--- src/rtl/fetch_controller.sv ---
// -----------------------------------------------------------------------------
// fetch_controller
//
// Fetch-stage sequencer for a 5-stage RISC-V pipeline whose instruction
// memory is a multi-cycle request/grant/response port. It owns the program
// counter and keeps at most one fetch outstanding. It applies execute-stage
// redirects and decode-stage stalls, discards responses that belong to a
// squashed path, and drives the IF/ID pipeline register.
//
// Ports
//   clk          in   pipeline clock, all state updates on posedge
//   rst          in   asynchronous active-low reset
//   StallD       in   decode cannot accept; IF/ID must hold
//   PCSrcE       in   taken branch/jump from execute (one-cycle pulse)
//   PCTargetE    in   redirect target, valid with PCSrcE
//   imem_req     out  fetch request
//   imem_addr    out  fetch address (word aligned)
//   imem_gnt     in   request accepted this cycle
//   imem_rvalid  in   response valid (one per accepted request)
//   imem_rdata   in   instruction word
//   InstrD       out  IF/ID instruction
//   PCD          out  IF/ID PC
//   PCPlus4D     out  IF/ID PC+4
//   ValidD       out  IF/ID holds a real instruction
//   fsm_state    out  current FSM state (0 IDLE, 1 REQ, 2 WAIT, 3 HOLD)
//
// Handshake: a request transfers in the cycle where imem_req & imem_gnt are
// both high; imem_req/imem_addr stay stable until then, except when a
// redirect retargets the address. Exactly one imem_rvalid pulse answers each
// transferred request, no earlier than the cycle after the grant. The
// controller always accepts the response (no back-pressure on rvalid).
// -----------------------------------------------------------------------------
module fetch_controller #(
    parameter logic [31:0] RESET_PC = 32'h00000000
) (
    input  logic        clk,
    input  logic        rst,
    input  logic        StallD,
    input  logic        PCSrcE,
    input  logic [31:0] PCTargetE,
    output logic        imem_req,
    output logic [31:0] imem_addr,
    input  logic        imem_gnt,
    input  logic        imem_rvalid,
    input  logic [31:0] imem_rdata,
    output logic [31:0] InstrD,
    output logic [31:0] PCD,
    output logic [31:0] PCPlus4D,
    output logic        ValidD,
    output logic [1:0]  fsm_state
);

    localparam logic [1:0] ST_IDLE = 2'd0;
    localparam logic [1:0] ST_REQ  = 2'd1;
    localparam logic [1:0] ST_WAIT = 2'd2;
    localparam logic [1:0] ST_HOLD = 2'd3;

    logic [1:0]  state_q, state_d;
    logic [31:0] pc_q, pc_d;
    logic        kill_q, kill_d;

    logic [31:0] skid_instr_q, skid_instr_d;
    logic [31:0] skid_pc_q, skid_pc_d;
    logic        skid_valid_q, skid_valid_d;

    logic [31:0] instr_q, instr_d;
    logic [31:0] pcd_q, pcd_d;
    logic [31:0] pc4_q, pc4_d;
    logic        valid_q, valid_d;

    logic [31:0] pc_plus4;
    logic [31:0] skid_pc_plus4;
    logic [31:0] redirect_pc;
    logic        can_load;

    // Plain 32-bit adds: wrap from 0xFFFFFFFC to 0 is intended.
    assign pc_plus4      = pc_q + 32'd4;
    assign skid_pc_plus4 = skid_pc_q + 32'd4;
    assign redirect_pc   = {PCTargetE[31:2], 2'b00};

    // IF/ID may be overwritten when decode is not stalled, or when it holds
    // nothing worth keeping.
    assign can_load = !StallD || !valid_q;

    always_comb begin
        state_d      = state_q;
        pc_d         = pc_q;
        kill_d       = kill_q;
        skid_instr_d = skid_instr_q;
        skid_pc_d    = skid_pc_q;
        skid_valid_d = skid_valid_q;
        instr_d      = instr_q;
        pcd_d        = pcd_q;
        pc4_d        = pc4_q;
        valid_d      = valid_q;

        case (state_q)
            ST_IDLE: begin
                // A response arriving here belongs to a fetch abandoned by
                // reset and is ignored.
                state_d = ST_REQ;
            end
            ST_REQ: begin
                if (imem_gnt) begin
                    state_d = ST_WAIT;
                end
            end
            ST_WAIT: begin
                if (imem_rvalid) begin
                    if (kill_q) begin
                        kill_d  = 1'b0;
                        state_d = ST_REQ;
                    end else if (can_load) begin
                        instr_d = imem_rdata;
                        pcd_d   = pc_q;
                        pc4_d   = pc_plus4;
                        valid_d = 1'b1;
                        pc_d    = pc_plus4;
                        state_d = ST_REQ;
                    end else begin
                        // Decode is stalled on a valid instruction: park the
                        // response and stop fetching until it drains.
                        skid_instr_d = imem_rdata;
                        skid_pc_d    = pc_q;
                        skid_valid_d = 1'b1;
                        pc_d         = pc_plus4;
                        state_d      = ST_HOLD;
                    end
                end
            end
            ST_HOLD: begin
                if (!StallD) begin
                    instr_d      = skid_instr_q;
                    pcd_d        = skid_pc_q;
                    pc4_d        = skid_pc_plus4;
                    valid_d      = skid_valid_q;
                    skid_valid_d = 1'b0;
                    state_d      = ST_REQ;
                end
            end
            default: begin
                state_d = ST_IDLE;
            end
        endcase

        // Redirect overrides everything above, including a stalled decode.
        if (PCSrcE) begin
            pc_d         = redirect_pc;
            instr_d      = 32'h0;
            pcd_d        = 32'h0;
            pc4_d        = 32'h0;
            valid_d      = 1'b0;
            skid_valid_d = 1'b0;
            case (state_q)
                ST_REQ: begin
                    // A grant in this cycle was for the old address; its
                    // response must be thrown away.
                    if (imem_gnt) begin
                        state_d = ST_WAIT;
                        kill_d  = 1'b1;
                    end else begin
                        state_d = ST_REQ;
                    end
                end
                ST_WAIT: begin
                    if (imem_rvalid) begin
                        state_d = ST_REQ;
                        kill_d  = 1'b0;
                    end else begin
                        state_d = ST_WAIT;
                        kill_d  = 1'b1;
                    end
                end
                default: begin
                    state_d = ST_REQ;
                    kill_d  = 1'b0;
                end
            endcase
        end
    end

    always_ff @(posedge clk or negedge rst) begin
        if (!rst) begin
            state_q      <= ST_IDLE;
            pc_q         <= RESET_PC;
            kill_q       <= 1'b0;
            skid_instr_q <= 32'h0;
            skid_pc_q    <= 32'h0;
            skid_valid_q <= 1'b0;
            instr_q      <= 32'h0;
            pcd_q        <= 32'h0;
            pc4_q        <= 32'h0;
            valid_q      <= 1'b0;
        end else begin
            state_q      <= state_d;
            pc_q         <= pc_d;
            kill_q       <= kill_d;
            skid_instr_q <= skid_instr_d;
            skid_pc_q    <= skid_pc_d;
            skid_valid_q <= skid_valid_d;
            instr_q      <= instr_d;
            pcd_q        <= pcd_d;
            pc4_q        <= pc4_d;
            valid_q      <= valid_d;
        end
    end

    assign imem_req  = (state_q == ST_REQ);
    assign imem_addr = pc_q;
    assign InstrD    = instr_q;
    assign PCD       = pcd_q;
    assign PCPlus4D  = pc4_q;
    assign ValidD    = valid_q;
    assign fsm_state = state_q;

endmodule

--- config.mk ---
export PLATFORM = sky130hd
export DESIGN_NAME = fetch_controller
export DESIGN_NICKNAME = d
export VERILOG_FILES = /design/src/rtl/fetch_controller.sv
export SDC_FILE = /design/constraint.sdc
export NUM_CORES = 1
export LEC_CHECK = 0
export ABC_AREA = 0
export BUFFER_PORTS_ARGS = -buffer_cell sky130_fd_sc_hd__buf_2
export CAP_MARGIN = 20
export CORE_MARGIN = 4
export CORE_UTILIZATION = 30
export DETAILED_ROUTE_END_ITERATION = 10
export PLACE_DENSITY = 0.56
export RECOVER_POWER = 25
export SLEW_MARGIN = 20
export SYNTH_ARGS = -nofsm -noshare
export SYNTH_HDL_FRONTEND = slang
export SYNTH_SLANG_ARGS = --single-unit
--- constraint.sdc ---
create_clock -name clk -period 2.7 [get_ports clk]
set_input_delay 0.54 -clock clk [delete_from_list [all_inputs] [get_ports clk]]
set_output_delay 0.54 -clock clk [all_outputs]
set_load 0.05 [all_outputs]
==> summary.txt, run 1 <==
Yosys
  • Sequential area share after synthesis: 48.7%
  • Netlist cell types: between 40 and 50
  • Netlist Area Pre-Place: 9770 um2
  • Largest area contributor in the netlist: dfrtp_1
  • Synth top area share: 48.7%
  • EDFF count, synth: 0
  • Async set or reset register ratio after synthesis: 100%
  • Syn Area/Cell: 10.1 um2
  • Synth area leaders: dfrtp_1, mux2_2, mux2i_1
  • YS warnings: 0
  • Ys flop type: dfrtp_1
  • Synthesized flop and latch total: 190
  • Synth Instances: ~960

Route
  • # DRC: 0
  • Via count: 7983
  • Starting DRT DRC Count: 470
  • Pre-antenna DRT Iters: 6
  • Final ANT Viol Nets: 0
  • Vias per Instance: 5.01
  • Wire per inst: between 15 and 20 um
  • Total routed wirelength: 29400 um

Critical path
  • Worst setup path startpoint: fsm_state[1]
  • CP endpoint: PCPlus4D[25]
  • FF-to-FF End: PCPlus4D[25]
  • RR Startpoint: fsm_state[1]
  • Cells along the critical path: ha_1 > and3b_1 > a22o_4 > nor2_1 > buf_4 > nand2_1 > o221ai_1
  • Startpoint Class: flop
  • Worst setup path class: reg2reg
  • WP data arrival: roughly 2.9 ns
  • Slowest-stage cell, CP: nor2_1
  • Req. time, crit path: ~3.1 ns
  • Critical path peak fanout: 11
  • FF-to-FF path depth: 7
  • CP max stage delay: roughly 0.74 ns
  • R2R setup slack: approximately 0.18 ns
  • Worst Setup End Kind: flop

Pwr
  • Pwr dens: 870 nW/um2
  • Leakage: 0.00533 uW
  • Power Total: 10400 uW
  • Max IR drop VDD: a little over 0.0005 V

Finish
  • Final Cell Area: 12000 um2
  • Diodes inserted: 0
  • Commonest non-fill, non-tap cell in the layout: buf_2
  • Layout cells sized above 1: 30.7%
  • Area grow syn2layout: 22.8%
  • FILL cells: 3197
  • Most frequent cells in the layout: buf_2, dfrtp_1, nand2_1
  • Nets: 1220

Timing
  • PnR worst setup slack: 0.184 ns
  • Final setup TNS: 0 ns
  • RSZ-0062 raised after global routing: no
  • Crit path time final: 2.52 ns
  • Least-Margin Pin Slew: 1.17 ns
  • # setup viols final: 0
  • Final setup skew: 0.00957 ns
  • Final Hold Slack: around 0.3 ns
  • Final Hold Viols: 0
  • Max Freq: 397 MHz
  • Fin. max-slew vios: 0
  • Rel. slew slack: between 20% and 30%
  • Share of the cycle needed by the critical path after routing: 93.2%

Global route
  • GRT Util Overall: between 10% and 20%
  • Pin count of the biggest net entering global routing: roughly 140
  • GRT overflow: 0
  • Vias in the first global route: 7940
  • First-pass GRT wire length: 46500 um
  • Initial antenna violation count: 3

Placement
  • DP HPWL: 20400 um
  • Placed cell areas: ~11000 um2
  • Buffers added on ports: 197
  • Final Wtd Congestion: between 0.8 and 0.9
  • Place WS: 0.204 ns

Die
  • Area of the die: 35500 um2
  • Core area: ~32000 um2
  • Initial cell density of the core: 30.7%
  • Io pins: approximately 200
  • Rows: 65
  • Die width: roughly 190 um
  • Chip height: 188 um

Clock tree
  • Num CTS Buffers: 17
  • CTS clk-pin slew, worst paths: 0.07 ns
  • Postcts setup bufs: 0
  • Clk Latency, worst-skew pair: 0.45 ns
  • CTS resizes: 0
  • Total clock sinks: 190
  • CTS Root Cell: clkbuf_16
  • Hold-fix buffers at CTS: 1
  • Htree depth: 4
  • CTS tree: built
  • Clock Path Buffers: 2

Min path
  • Worst min path class: in2reg

Flow run
  • Max Cap Violations: 0

Status
  • Status: complete, no violations
## metal layers
layer  share of wire (%)  global-route usage [%]  wire (um)
met5                0.12                       0         34
met4                 2.0                    4.60        590
met3                 8.4                    6.09       2460
met2                  45                    25.6      13300
met1                  44                    21.9      13000
## Yosys cell counts (2+ instances only)
master	count
dfrtp_1	190
nand2_1	97
nor2_1	86
clkbuf_1	71
mux2i_1	64
a211oi_1	63
mux2_2	62
xnor2_1	44
o21ai_0	42
xor2_1	34
nand3_1	31
nor3_1	24
nand4_1	20
nor4_1	16
o221ai_1	13
a21oi_1	11
and3_1	8
buf_1	8
o211ai_1	8
or3_1	7
buf_4	6
ha_1	6
inv_1	6
a31oi_1	5
buf_2	5
a32o_1	4
and4_1	3
nor3b_1	3
or4_1	3
and2_1	2
nand2b_1	2
o32ai_1	2
or2_2	2
## registers in the layout (all words and copies together), names as in the netlist
signal / cells
InstrD: 32
skid_instr_q: 32
PCD: 31
PCPlus4D: 30
imem_addr: 30
skid_pc_q: 30
fsm_state: 2
ValidD: 1
kill_q: 1
skid_valid_q: 1
## layout make-up
| class | instances | area, um2 | area share (%) |
|---|---|---|---|
| clock buffers | 17 | 425 | 3.55 |
| well taps | 435 | 544 | 4.54 |
| multi-input cells | 679 | 4660 | 38.8 |
| inverters | 6 | 22.5 | 0.188 |
| clock inverters | 15 | 148 | 1.23 |
| repair buffers | 250 | 1440 | 12.0 |
| flip-flops and latches | 190 | 4760 | 39.7 |
## worst min-delay path by stage
stage,startpoint,endpoint,slack (ns),cells past startpoint
global route,PCTargetE[17],imem_addr[17],0.28,3
finish,PCTargetE[8],imem_addr[8],0.30,3
detailed placement,rst,InstrD[24],0.48,1
global placement,rst,skid_instr_q[24],0.48,1
floorplan,rst,InstrD[0],0.24,0
CTS,PCTargetE[8],imem_addr[8],0.27,3
## report_power, final
part | internal [uW] | leakage (uW) | switching, uW | total [uW]
clock | 1310 | 0.000285 | 1250 | 2560
combinational | 1230 | 0.00249 | 2810 | 4040
sequential | 3400 | 0.00255 | 435 | 3840
## metrics by stage
stage / std cells / util [%]
floorplan: 965 / -
global placement: 1559 / 36.0
detailed placement: 1559 / 36.0
CTS: 1592 / 37.9
global route: 1592 / 37.7
finish: 1592 / 37.7
## logic make-up after synthesis
logic type | count (synthesis) | share of synthesized area (%)
AO/OA/AOI/OAI | 155 | 10.8
XOR/XNOR | 78 | 6.99
adder cells (fa/ha/maj) | 6 | 0.768
buffers and inverters | 96 | 3.98
flip-flops | 190 | 48.7
multiplexers | 126 | 13.7
other | 1 | 0.0384
AND/OR/NAND/NOR | 312 | 15.0
## worst max-delay path: cells and delay by family (launching register included)
kind                     cells  cell delay, ns
adder cells (fa/ha/maj)      1            0.29
AND/OR/NAND/NOR              3            1.03
flip-flops                   1            0.45
AO/OA/AOI/OAI                2            0.35
buffers and inverters        1            0.30
(Power assumes the default switching activity.)
==> run 2: changes to the inputs <==
Settings changed: ABC_AREA 0 to 1.
==> run 2 against run 1 <==
Net effect:
- critical path depth rose by 3
- clock power fell by 5%
- synthesized cell count rose by 38%
- hold slack improved by 0.015 ns
- clock skew fell by 0.00059 ns
- wire length rose by 11%
- first-iteration DRC count rose by 66%
- non-clock buffer count fell by 33
- sequential power rose by 27%
- register-to-register slack improved by 0.33 ns
- synthesized area rose by 1.3%
- critical path type unchanged
- highest routed layer unchanged
==> summary.txt, run 2 <==
Status
  • Status: complete, no violations

Critical path
  • Worst setup path class: reg2reg
  • Critical path peak fanout: 35
  • Slowest-stage cell, CP: inv_2
  • Most used cell, CP: inv_2
  • Buf/Inv on CP: 3
  • Startpoint Class: flop
  • Worst Setup End Kind: flop
  • Req. time, crit path: 2.99 ns
  • Cell family with the largest share of critical-path delay: buffers and inverters
  • CP max stage delay: 0.47 ns
  • WP data arrival: 2.48 ns
  • Cells along the critical path: ha_2 > inv_4 > nor2_2 > nand2_1 > o21ai_2 > inv_2 > nand2_4 > nor2_4 > inv_2 > o21ai_0

Global route
  • Pin count of the biggest net entering global routing: 69
  • Met3 usage: 4.97%
  • First-pass GRT wire length: 51700 um
  • Met1 usage: 25.6%
  • Initial antenna violation count: 11
  • GRT Util Overall: around 18%
  • Busiest layer in global routing: met2
  • GRT overflow: 0
  • Vias in the first global route: around 9100
  • Met2 usage in global routing: ~28%

Clock tree
  • CTS tree: built
  • Hold-fix buffers at CTS: 0
  • Htree depth: 4
  • Total clock sinks: 190
  • Num CTS Buffers: 17
  • CTS Root Cell: clkbuf_16
  • Clk Latency, worst-skew pair: 0.43 ns
  • Postcts setup bufs: 0
  • CTS clk-pin slew, worst paths: 0.08 ns
  • Clock Path Buffers: 2
  • CTS resizes: 0

Min path
  • Worst min path class: in2reg

Timing
  • Crit path time final: 2.18 ns
  • Max Freq: 458 MHz
  • RSZ-0062 raised after global routing: no
  • PnR worst setup slack: 0.517 ns
  • Final setup TNS: 0 ns
  • Final Hold Viols: 0
  • Fin. max-slew vios: 0
  • Final setup skew: ~0.009 ns
  • # setup viols final: 0
  • Rel. slew slack: 3.61%
  • Least-Margin Pin Slew: 1.45 ns
  • Share of the cycle needed by the critical path after routing: 80.8%

Yosys
  • Synth area leaders: dfrtp_1, nand2_1, nand3_1
  • Syn Area/Cell: ~7.4 um2
  • Ys flop type: dfrtp_1
  • Netlist cell types: 34
  • Synth Instances: roughly 1300
  • Synth top cells by count: nand2_1, dfrtp_1, nand3_1, nor2_1, o21ai_0
  • Sequential area share after synthesis: ~48%
  • YS warnings: 0
  • Synth top area share: 48.0%
  • Largest area contributor in the netlist: dfrtp_1
  • EDFF count, synth: 0
  • Synthesized flop and latch total: 190
  • Most common cell in the netlist: nand2_1
  • Async set or reset register ratio after synthesis: 100%
  • Netlist Area Pre-Place: roughly 9900 um2

Die
  • Rows: 66
  • Io pins: 202
  • Chip height: 190 um
  • Die width: 190 um
  • Initial cell density of the core: 30.4%
  • Core area: roughly 33000 um2
  • Area of the die: 36000 um2

Route
  • Total routed wirelength: 32700 um
  • Vias per Instance: approximately 4.8
  • Wire per inst: 16.7 um
  • Final ANT Viol Nets: 0
  • # DRC: 0
  • Starting DRT DRC Count: 779
  • Via count: 9366
  • Pre-antenna DRT Iters: 5

Pwr
  • Internal power: 6680 uW
  • Switching Fraction: roughly half
  • Max IR drop VDD: 0.000534 V
  • Clk pwr share: between 15 and 20%
  • Switching power: approximately 7000 uW
  • Pwr dens: 1160 nW/um2
  • Sequential share of power: 35.6%
  • Comb pwr share: between 40% and 50%
  • Leakage: 0.00574 uW

Finish
  • Final core occ: 36.3%
  • Layout cells sized above 1: 17.8%
  • Most frequent cells in the layout: nand2_1, buf_2, dfrtp_1
  • Commonest non-fill, non-tap cell in the layout: nand2_1
  • Area grow syn2layout: 19.2%
  • Nets: 1572

Flow run
  • Max Cap Violations: 0

Placement
  • DP HPWL: 24300 um
  • Final Wtd Congestion: 0.900
  • Place WS: between 0.4 and 0.5 ns
  • Buffers added on ports: between 150 and 200
## run 2: cells by family (layout without fill, tap and decap cells)
| group | after synthesis | after routing | share of synthesized area [%] |
|---|---|---|---|
| simple gates | 752 | 752 | 30.7 |
| compound gates | 202 | 202 | 11.6 |
| flops | 190 | 190 | 48.0 |
| buf+inv | 159 | 338 | 7.22 |
| xor+xnor | 19 | 19 | 1.68 |
| fa+ha+maj | 6 | 6 | 0.758 |
| other cells | 1 | 4 | 0.0379 |
## run 2: layout make-up
class | instances | area [um2]
Timing Repair Buffer | 217 | 1160
Fill cell | 3516 | 20700
Clock buffer | 18 | 429
Multi-Input combinational cell | 981 | 4440
Clock inverter | 14 | 125
Sequential cell | 190 | 4750
Inverter | 89 | 337
Tap cell | 442 | 553
Antenna cell | 2 | 5.00
## run 2: per-layer routing
layer	wire, um	up-vias	share of wire, %
li1	-	4618	-
met1	15100	4426	46
met2	14400	251	44
met3	2340	53	7.2
met4	647	18	2.0
met5	130	-	0.40
## run 2: path summary, 6_finish.rpt
kind                               from      endpoint  slack (ns)  cells past startpoint
max in group asynchronous           rst  PCPlus4D[31]        0.62                      2
hold / removal             PCTargetE[7]  imem_addr[7]        0.32                      3
min in group asynchronous           rst     InstrD[3]        0.43                      1
hold reg to reg            PCPlus4D[20]  PCPlus4D[20]        0.47                      2
setup reg to reg           fsm_state[0]        PCD[5]        0.52                     10
setup / recovery           fsm_state[0]        PCD[5]        0.52                     10
## run 2: worst register-to-register path: cells and delay by family (launching register included)
kind	cells	cell delay (ns)
compound gates	2	0.24
fa+ha+maj	1	0.25
buf+inv	3	0.59
flops	1	0.46
simple gates	4	0.51
## run 2: stage by stage
stage	cells	hold slack, ns	power, uW	cell area [um2]
final	1953	0.315	13700	11800
after global routing	1953	0.319	14700	11800
after CTS	1951	0.0773	13800	11800
after detailed placement	1919	0.458	11400	11300
after global placement	1919	0.454	11300	11300
after floorplan	1330	0.244	9540	9900
## run 2: power groups by stage
stage	Clock (uW)	Combinational [uW]	Sequential, uW
floorplan	0	2340	7200
global placement	0	6390	4880
detailed placement	0	6450	4910
CTS	2510	6460	4870
global route	2620	6970	5050
finish	2440	6390	4880
